==> config.mk <==
export PLATFORM = sky130hd
export DESIGN_NAME = memory_writeback_cycle
export DESIGN_NICKNAME = d
export VERILOG_FILES = /design/src/rtl/memory_writeback_cycle.sv
export SDC_FILE = /design/constraint.sdc
export NUM_CORES = 2
export LEC_CHECK = 0
export CORE_ASPECT_RATIO = 1.5
export CORE_MARGIN = 2
export CORE_UTILIZATION = 50
export DETAILED_ROUTE_END_ITERATION = 7
export PLACE_DENSITY = 0.73
export SLEW_MARGIN = 20
export SYNTH_ARGS = -nofsm -noshare
export SYNTH_HDL_FRONTEND = slang
export SYNTH_SLANG_ARGS = --single-unit
==> constraint.sdc <==
create_clock -name clk -period 2.35 [get_ports clk]
set_clock_uncertainty 0.1 [all_clocks]
set_input_delay 0.3525 -clock clk [delete_from_list [all_inputs] [get_ports clk]]
set_output_delay 0.3525 -clock clk [all_outputs]
set_load 0.01 [all_outputs]
==> src/rtl/memory_writeback_cycle.sv <==
// Memory stage data memory plus MEM/WB pipeline register.
// A 64 x 32 byte-lane data memory takes sb/sh/sw stores on the rising clock edge.
// Loads read it combinationally and are size-extended before capture.
// The MEM/WB register then drives the register-file write port for one cycle.
// The asynchronous active-low reset clears the memory and the pipeline register.
module memory_writeback_cycle (
    input  logic        clk,
    input  logic        rst,
    input  logic        RegWriteM,
    input  logic        ResultSrcM,
    input  logic        MemWriteM,
    input  logic [2:0]  funct3M,
    input  logic [4:0]  RDM,
    input  logic [31:0] ALUResultM,
    input  logic [31:0] WriteDataM,
    output logic        RegWriteW,
    output logic [4:0]  RDW,
    output logic [31:0] ResultW
);

    localparam logic [2:0] F3_B  = 3'b000;
    localparam logic [2:0] F3_H  = 3'b001;
    localparam logic [2:0] F3_W  = 3'b010;
    localparam logic [2:0] F3_BU = 3'b100;
    localparam logic [2:0] F3_HU = 3'b101;

    localparam int WORDS = 64;

    // Address split: bits [31:8] are ignored, so the address space wraps every 256 bytes.
    logic [5:0]  word_idx;
    logic [1:0]  byte_off;

    // Store path
    logic [3:0]  store_lanes;
    logic [31:0] store_data;
    logic        store_en;

    // Load path
    logic [31:0] rd_word;
    logic [7:0]  rd_byte;
    logic [15:0] rd_half;
    logic [31:0] load_data;

    // Data memory storage
    logic [31:0] mem [WORDS];

    // MEM/WB pipeline register
    logic        reg_write_w;
    logic        result_src_w;
    logic [4:0]  rd_w;
    logic [31:0] alu_result_w;
    logic [31:0] load_data_w;

    assign word_idx = ALUResultM[7:2];
    assign byte_off = ALUResultM[1:0];

    // Store byte-lane enables.
    // Only sb/sh/sw produce lanes; every other funct3 leaves the memory untouched.
    always_comb begin
        store_lanes = 4'b0000;
        case (funct3M)
            F3_B: begin
                case (byte_off)
                    2'd0:    store_lanes = 4'b0001;
                    2'd1:    store_lanes = 4'b0010;
                    2'd2:    store_lanes = 4'b0100;
                    default: store_lanes = 4'b1000;
                endcase
            end
            F3_H: begin
                // Halfword lanes come from addr[1] only; addr[0] is ignored.
                if (byte_off[1]) begin
                    store_lanes = 4'b1100;
                end else begin
                    store_lanes = 4'b0011;
                end
            end
            F3_W: begin
                store_lanes = 4'b1111;
            end
            default: begin
                store_lanes = 4'b0000;
            end
        endcase
    end

    // Replicate the store data across all lanes.
    // The lane enables then pick which bytes actually land in memory.
    always_comb begin
        store_data = WriteDataM;
        case (funct3M)
            F3_B:    store_data = {4{WriteDataM[7:0]}};
            F3_H:    store_data = {2{WriteDataM[15:0]}};
            default: store_data = WriteDataM;
        endcase
    end

    assign store_en = MemWriteM;

    // Data memory.
    // Reset clears every word asynchronously; stores write only the enabled lanes.
    always_ff @(posedge clk or negedge rst) begin
        if (!rst) begin
            for (int i = 0; i < WORDS; i++) begin
                mem[i] <= '0;
            end
        end else if (store_en) begin
            for (int b = 0; b < 4; b++) begin
                if (store_lanes[b]) begin
                    mem[word_idx][b*8 +: 8] <= store_data[b*8 +: 8];
                end
            end
        end
    end

    assign rd_word = mem[word_idx];

    // Select the addressed byte and halfword of the word read from memory.
    always_comb begin
        rd_byte = rd_word[7:0];
        case (byte_off)
            2'd0:    rd_byte = rd_word[7:0];
            2'd1:    rd_byte = rd_word[15:8];
            2'd2:    rd_byte = rd_word[23:16];
            default: rd_byte = rd_word[31:24];
        endcase
        rd_half = byte_off[1] ? rd_word[31:16] : rd_word[15:0];
    end

    // Size and sign handling for loads; any unlisted funct3 reads as zero.
    always_comb begin
        load_data = '0;
        case (funct3M)
            F3_B:    load_data = {{24{rd_byte[7]}}, rd_byte};
            F3_H:    load_data = {{16{rd_half[15]}}, rd_half};
            F3_W:    load_data = rd_word;
            F3_BU:   load_data = {24'd0, rd_byte};
            F3_HU:   load_data = {16'd0, rd_half};
            default: load_data = '0;
        endcase
    end

    // MEM/WB register.
    // It captures on every edge, since there is no stall or flush.
    // The write enable is cleared for x0 here, so the register file never sees it.
    always_ff @(posedge clk or negedge rst) begin
        if (!rst) begin
            reg_write_w  <= 1'b0;
            result_src_w <= 1'b0;
            rd_w         <= '0;
            alu_result_w <= '0;
            load_data_w  <= '0;
        end else begin
            reg_write_w  <= RegWriteM && (RDM != 5'd0);
            result_src_w <= ResultSrcM;
            rd_w         <= RDM;
            alu_result_w <= ALUResultM;
            load_data_w  <= load_data;
        end
    end

    // Writeback result mux after the register.
    always_comb begin
        RegWriteW = reg_write_w;
        RDW       = rd_w;
        ResultW   = result_src_w ? load_data_w : alu_result_w;
    end

endmodule
* Yosys cells after proc, flatten, opt, wreduce, memory -nomap -nowiden
Index checks and enable logic that the tools add are counted.
Storage, ports and cells: bits in registers 2119, logic and storage cells 113
Cells by class: order comparisons 2, equality and inequality tests 6, muxes and demuxes 30, bitwise operators 1, reductions and logical operators 5
Operators with widths (number):
- $mux W2048 | 7
- $bwmux W2048 | 4
- $demux W32 S6 | 4
- $bmux W32 S6 | 1
- $pmux W32 S5 | 1
- $mux W32 | 4
- $pmux W32 S2 | 1
- $mux W16 | 2
- $mux W24 | 1
- $pmux W4 S3 | 2
- $pmux W8 S3 | 1
- $mux W8 | 1
- $ge A7 B7 Y1 const B | 1
- $lt A7 B1 Y1 const B | 1
- $not A6 Y7 | 1
- $eq A3 B3 Y1 const B | 2
- $reduce_bool A5 Y1 | 1
- $mux W4 | 1
- $eq A3 B1 Y1 const B | 1
- $eq A3 B2 Y1 const B | 1
- $logic_not A3 Y1 | 1
- $eq A2 B1 Y1 const B | 1
- $eq A2 B2 Y1 const B | 1
- $logic_and A1 B1 Y1 | 2
- $logic_not A2 Y1 | 1

* Logic depth before layout (Yosys ltp)
depth after elaboration 16, mapped depth 14

* Least setup slack after synthesis
No wires, ideal clock.
kind input port to flip-flop, start input port ALUResultM[2], end register load_data_w[19], arrival time 2407 ps, slack -286 ps, stages 11, cell sequence buf_6 -> buf_8 -> buf_6 -> mux4_2 -> a221oi_1 -> nor2_1 -> nor3_4 -> a22oi_4 -> a31oi_4 -> buf_6 -> o21ai_2
Between the ends: longest elaborated chain between the ends 6
Ends and longest elaborated chain:
- start, declared | line 14 | input logic [31:0] ALUResultM,
- $not A6 Y7 (implied by the code) (*) | line 116 | assign rd_word = mem[word_idx];
- $bmux W32 S6 (*) | line 116
- $mux W32 (implied by the code) (*) (2 in a row) | line 116
- $pmux W8 S3 / $mux W16 (equally long branches) | line 121, 127
- $pmux W32 S5 (*) | line 133 | case (funct3M)
- via load_data[19] | line 42 | logic [31:0] load_data;
- end signal, assigned | line 158 | load_data_w <= load_data;
- end, declared | line 52 | logic [31:0] load_data_w;
The timed path passes the listed nets; every way through them passes the cells marked *. The select of a mux whose other input is x is not followed. A chain may end at the register's enable or synchronous reset.

* Final worst setup path
start register mem[1815] (netlist name), end register load_data_w[31]
Between the ends: longest elaborated chain between the ends 5
Ends and longest elaborated chain:
- start, declared | line 45 | logic [31:0] mem [WORDS];
- start signal, assigned by index | line 110 | mem[word_idx][b*8 +: 8] <= store_data[b*8 +: 8];
- $bmux W32 S6 | line 116
- $mux W32 (implied by the code) (2 in a row) | line 116
- $pmux W8 S3 | line 121 | case (byte_off)
- $pmux W32 S5 | line 133
- via load_data[31] | line 42
The timed path passes the listed nets, and every way through them passes these cells. The select of a mux whose other input is x is not followed.

==> flow_summary_export.csv <==
group,metric,value,unit
status,status,"finished, violations left",
status,violations,"design-rule violations, negative setup slack",
layout,layout-drive-gt1-share,27.4,%
min_path,hp-class,"in2reg",
sta,fmax,351,MHz
sta,setup_viol,73,
worst_setup_path,end_kind,"flop",
clocking,ctsRootBufferMaster,"clkbuf_16",
floorplanning,pin_count,115,
clocking,max-clock-path-buffers,4,
synthesis,synth-seq-area-share,56.7,%
global_routing,grt_pass1_wl,536000,um
power,p_per_area,686,nW/um^2
worst_setup_path,cp.arrival,3.50,ns
floorplanning,fp.dieW,357,um
route,vias,79609,
route,initialDrtViolationCount,9704,
worst_setup_path,startpoint,"mem[1815]",
placed_design,dp_hpwl,260000,um
layout,syn_to_final_growth,25.5,%
floorplanning,fp.dieArea,190000,um^2
synthesis,synthArstFlopShare,100,%
placed_design,portBuffers,114,
synthesis,ys_warn_count,0,
clocking,cts.clk_slew.worst_paths,0.08,ns
route,drcViolationCount,4,
route,first_pass_iters,8,
placed_design,place_ws,-1.58,ns
flow_run,drv_cap,0,
floorplanning,rows,194,
floorplanning,initial_core_util,50.3,%
clocking,numCtsBuffers,195,
layout,final_cell_mix,"dfrtp_1, nor2_1, a21oi_1",
route,ant_nets,0,
synthesis,ys_ff_latch,2119,
clocking,cts.htree.levels,4,
route,viasPerCell,6.46,
synthesis,synth_cell_types,89,
route,drt-total-wl,369000,um
sta,worst_slew_pin_slew,1.07,ns
worst_setup_path,r2r_slack,-0.50,ns
clocking,cts.sinks,2119,
layout,n_fill_cell,13932,
synthesis,synth_edf_count,0,
floorplanning,fp.coreArea,186000,um^2
placed_design,routabilityCongestion,1.07,
layout,final_nets,9803,
sta,report.final.slew_viol_count,0,
sta,layout_setup_ws,-0.502,ns
global_routing,grt_use_total,38.4,%
worst_setup_path,required,3.00,ns
layout,final_common_cell,"dfrtp_1",
sta,slew_headroom,28.2,%
layout,final_util,63.1,%
clocking,clock_latency,0.88,ns
sta,min_period,2.85,ns
global_routing,grt-ovfl-total,0,
worst_setup_path,start_kind,"flop",
synthesis,synth_nets,8895,
route,wl_per_cell,30.0,um
clocking,cts_tree,"yes",
worst_setup_path,reg2reg_depth,10,
min_path,worstHoldStart,"ALUResultM[0]",
floorplanning,die_h,533,um
global_routing,met2_usage,58.2,%
synthesis,synth_ff_type,"dfrtp_1",
global_routing,antenna_found_initial,13,
sta,post-route-period-util,121,%
sta,final-hold-violation-count,0,
power,p_leak,0.0542,uW
worst_setup_path,crit_fanout,8,
global_routing,grt.met3_usage,11.6,%
synthesis,avgSynthCellArea,10.6,um^2
synthesis,syn_area,93400,um^2
global_routing,grt_max_degree,110,
worst_setup_path,path_class,"reg2reg",
sta,rsz0062_at_grt,"true",
worst_setup_path,reg2reg_from,"mem[1815]",
power,vdd_drop_max,0.000836,V
global_routing,grtUsageMet1,45.5,%
global_routing,busiest_layer,"met2",
min_path,whs_path_depth,2,
sta,holdWs,0.0420,ns
global_routing,grt_pass1_vias,79637,
synthesis,syn_inst,8818,
==> registers in the layout (all words and copies together) (netlist names) <==
| register | flops |
|---|---|
| alu_result_w | 32 |
| RegWriteW | 1 |
| result_src_w | 1 |
| load_data_w | 32 |
| RDW | 5 |
| mem | 2048 |
==> synth_stat cells (all sizes together) (9+ instances only) <==
cell type	n	area share (%)
o22a	13	0.12
a22oi	238	1.9
inv	11	0.044
o32ai	9	0.084
a22o	33	0.31
nand3	84	0.45
nand4	23	0.15
a31oi	29	0.21
nor3	22	0.19
a221o	14	0.15
a21oi	1142	6.1
dfrtp	2119	57
nor2b	13	0.087
o221ai	27	0.25
mux2	671	8.1
and2	11	0.074
mux2i	280	3.0
buf	270	1.9
o211ai	11	0.094
a221oi	250	2.4
nand2	714	2.9
nor2	1391	5.7
nand2b	12	0.080
clkbuf	477	1.9
a211oi	13	0.11
o22ai	90	0.60
a222oi	12	0.13
a41oi	10	0.094
mux4	71	1.7
o21ai	661	3.6
==> kinds of logic (layout without fill, tap and decap cells) <==
logic type	after synthesis	in the layout	synth area share (%)
AND/OR/NAND/NOR	2321	2321	10.0
multiplexers	1022	1022	12.8
AO/OA/AOI/OAI	2598	2598	16.6
other	0	9	0
buffers and inverters	758	1806	3.86
flip-flops	2119	2119	56.7
==> through the flow <==
step	setup TNS (ns)	instances	power (uW)	area, um^2
2_1_floorplan	-11.59	8818	42500	94300
3_3_place_gp	-1146.62	11914	47000	109000
3_5_place_dp	-1205.57	11914	47300	109000
4_1_cts	-15.29	12286	80000	116000
5_1_grt	-17.72	12317	82300	117000
6_report	-17.77	12325	80400	117000
==> cell type report <==
class                           instances  area (um^2)  share of cell area, %
Sequential cell                      2119        53000                   45.2
Multi-Input combinational cell       5941        38400                   32.8
Timing Repair Buffer                 1458        16100                   13.8
Clock buffer                          277         5620                   4.79
Tap cell                             2450         3070                   2.61
Clock inverter                         60          887                  0.757
Inverter                               11         47.5                 0.0405
Antenna cell                            9         22.5                 0.0192
==> worst paths after layout <==
| check | to |
|---|---|
| setup / recovery | load_data_w[31] |
| hold / removal | alu_result_w[0] |
| setup reg to reg | load_data_w[31] |
| hold reg to reg | mem[1503] |
| max in group asynchronous | mem[852] |
| min in group asynchronous | mem[480] |
==> routing by layer <==
metal,share of wire (%),vias to the layer above
met1,34,39444
met4,10,16
li1,-,33133
met2,44,5273
met5,0.028,-
met3,12,1743
==> power by group <==
group / internal (uW) / switching, uW / total, uW
combinational: 3350 / 5450 / 8800
clock: 18900 / 14300 / 33200
sequential: 37700 / 739 / 38400
==> critical path: stages, from the launching register on <==
cell,delay (ns)
dfrtp_1,0.38
mux4_2,0.46
and3_4,0.20
a31oi_4,0.19
nand4_1,0.19
nor3_4,0.40
buf_12,0.16
a22oi_4,0.07
a31oi_4,0.28
clkbuf_16,0.23
o21ai_2,0.06
==> timing repair <==
item,CTS,global route
setup endpoints to repair,177,616
resized for setup,177,197
pin swaps,18,26
hold buffers,34,1
setup buffers,2,24
hold endpoints to repair,1098,1
gates cloned,0,5
(Power assumes the default switching activity.)
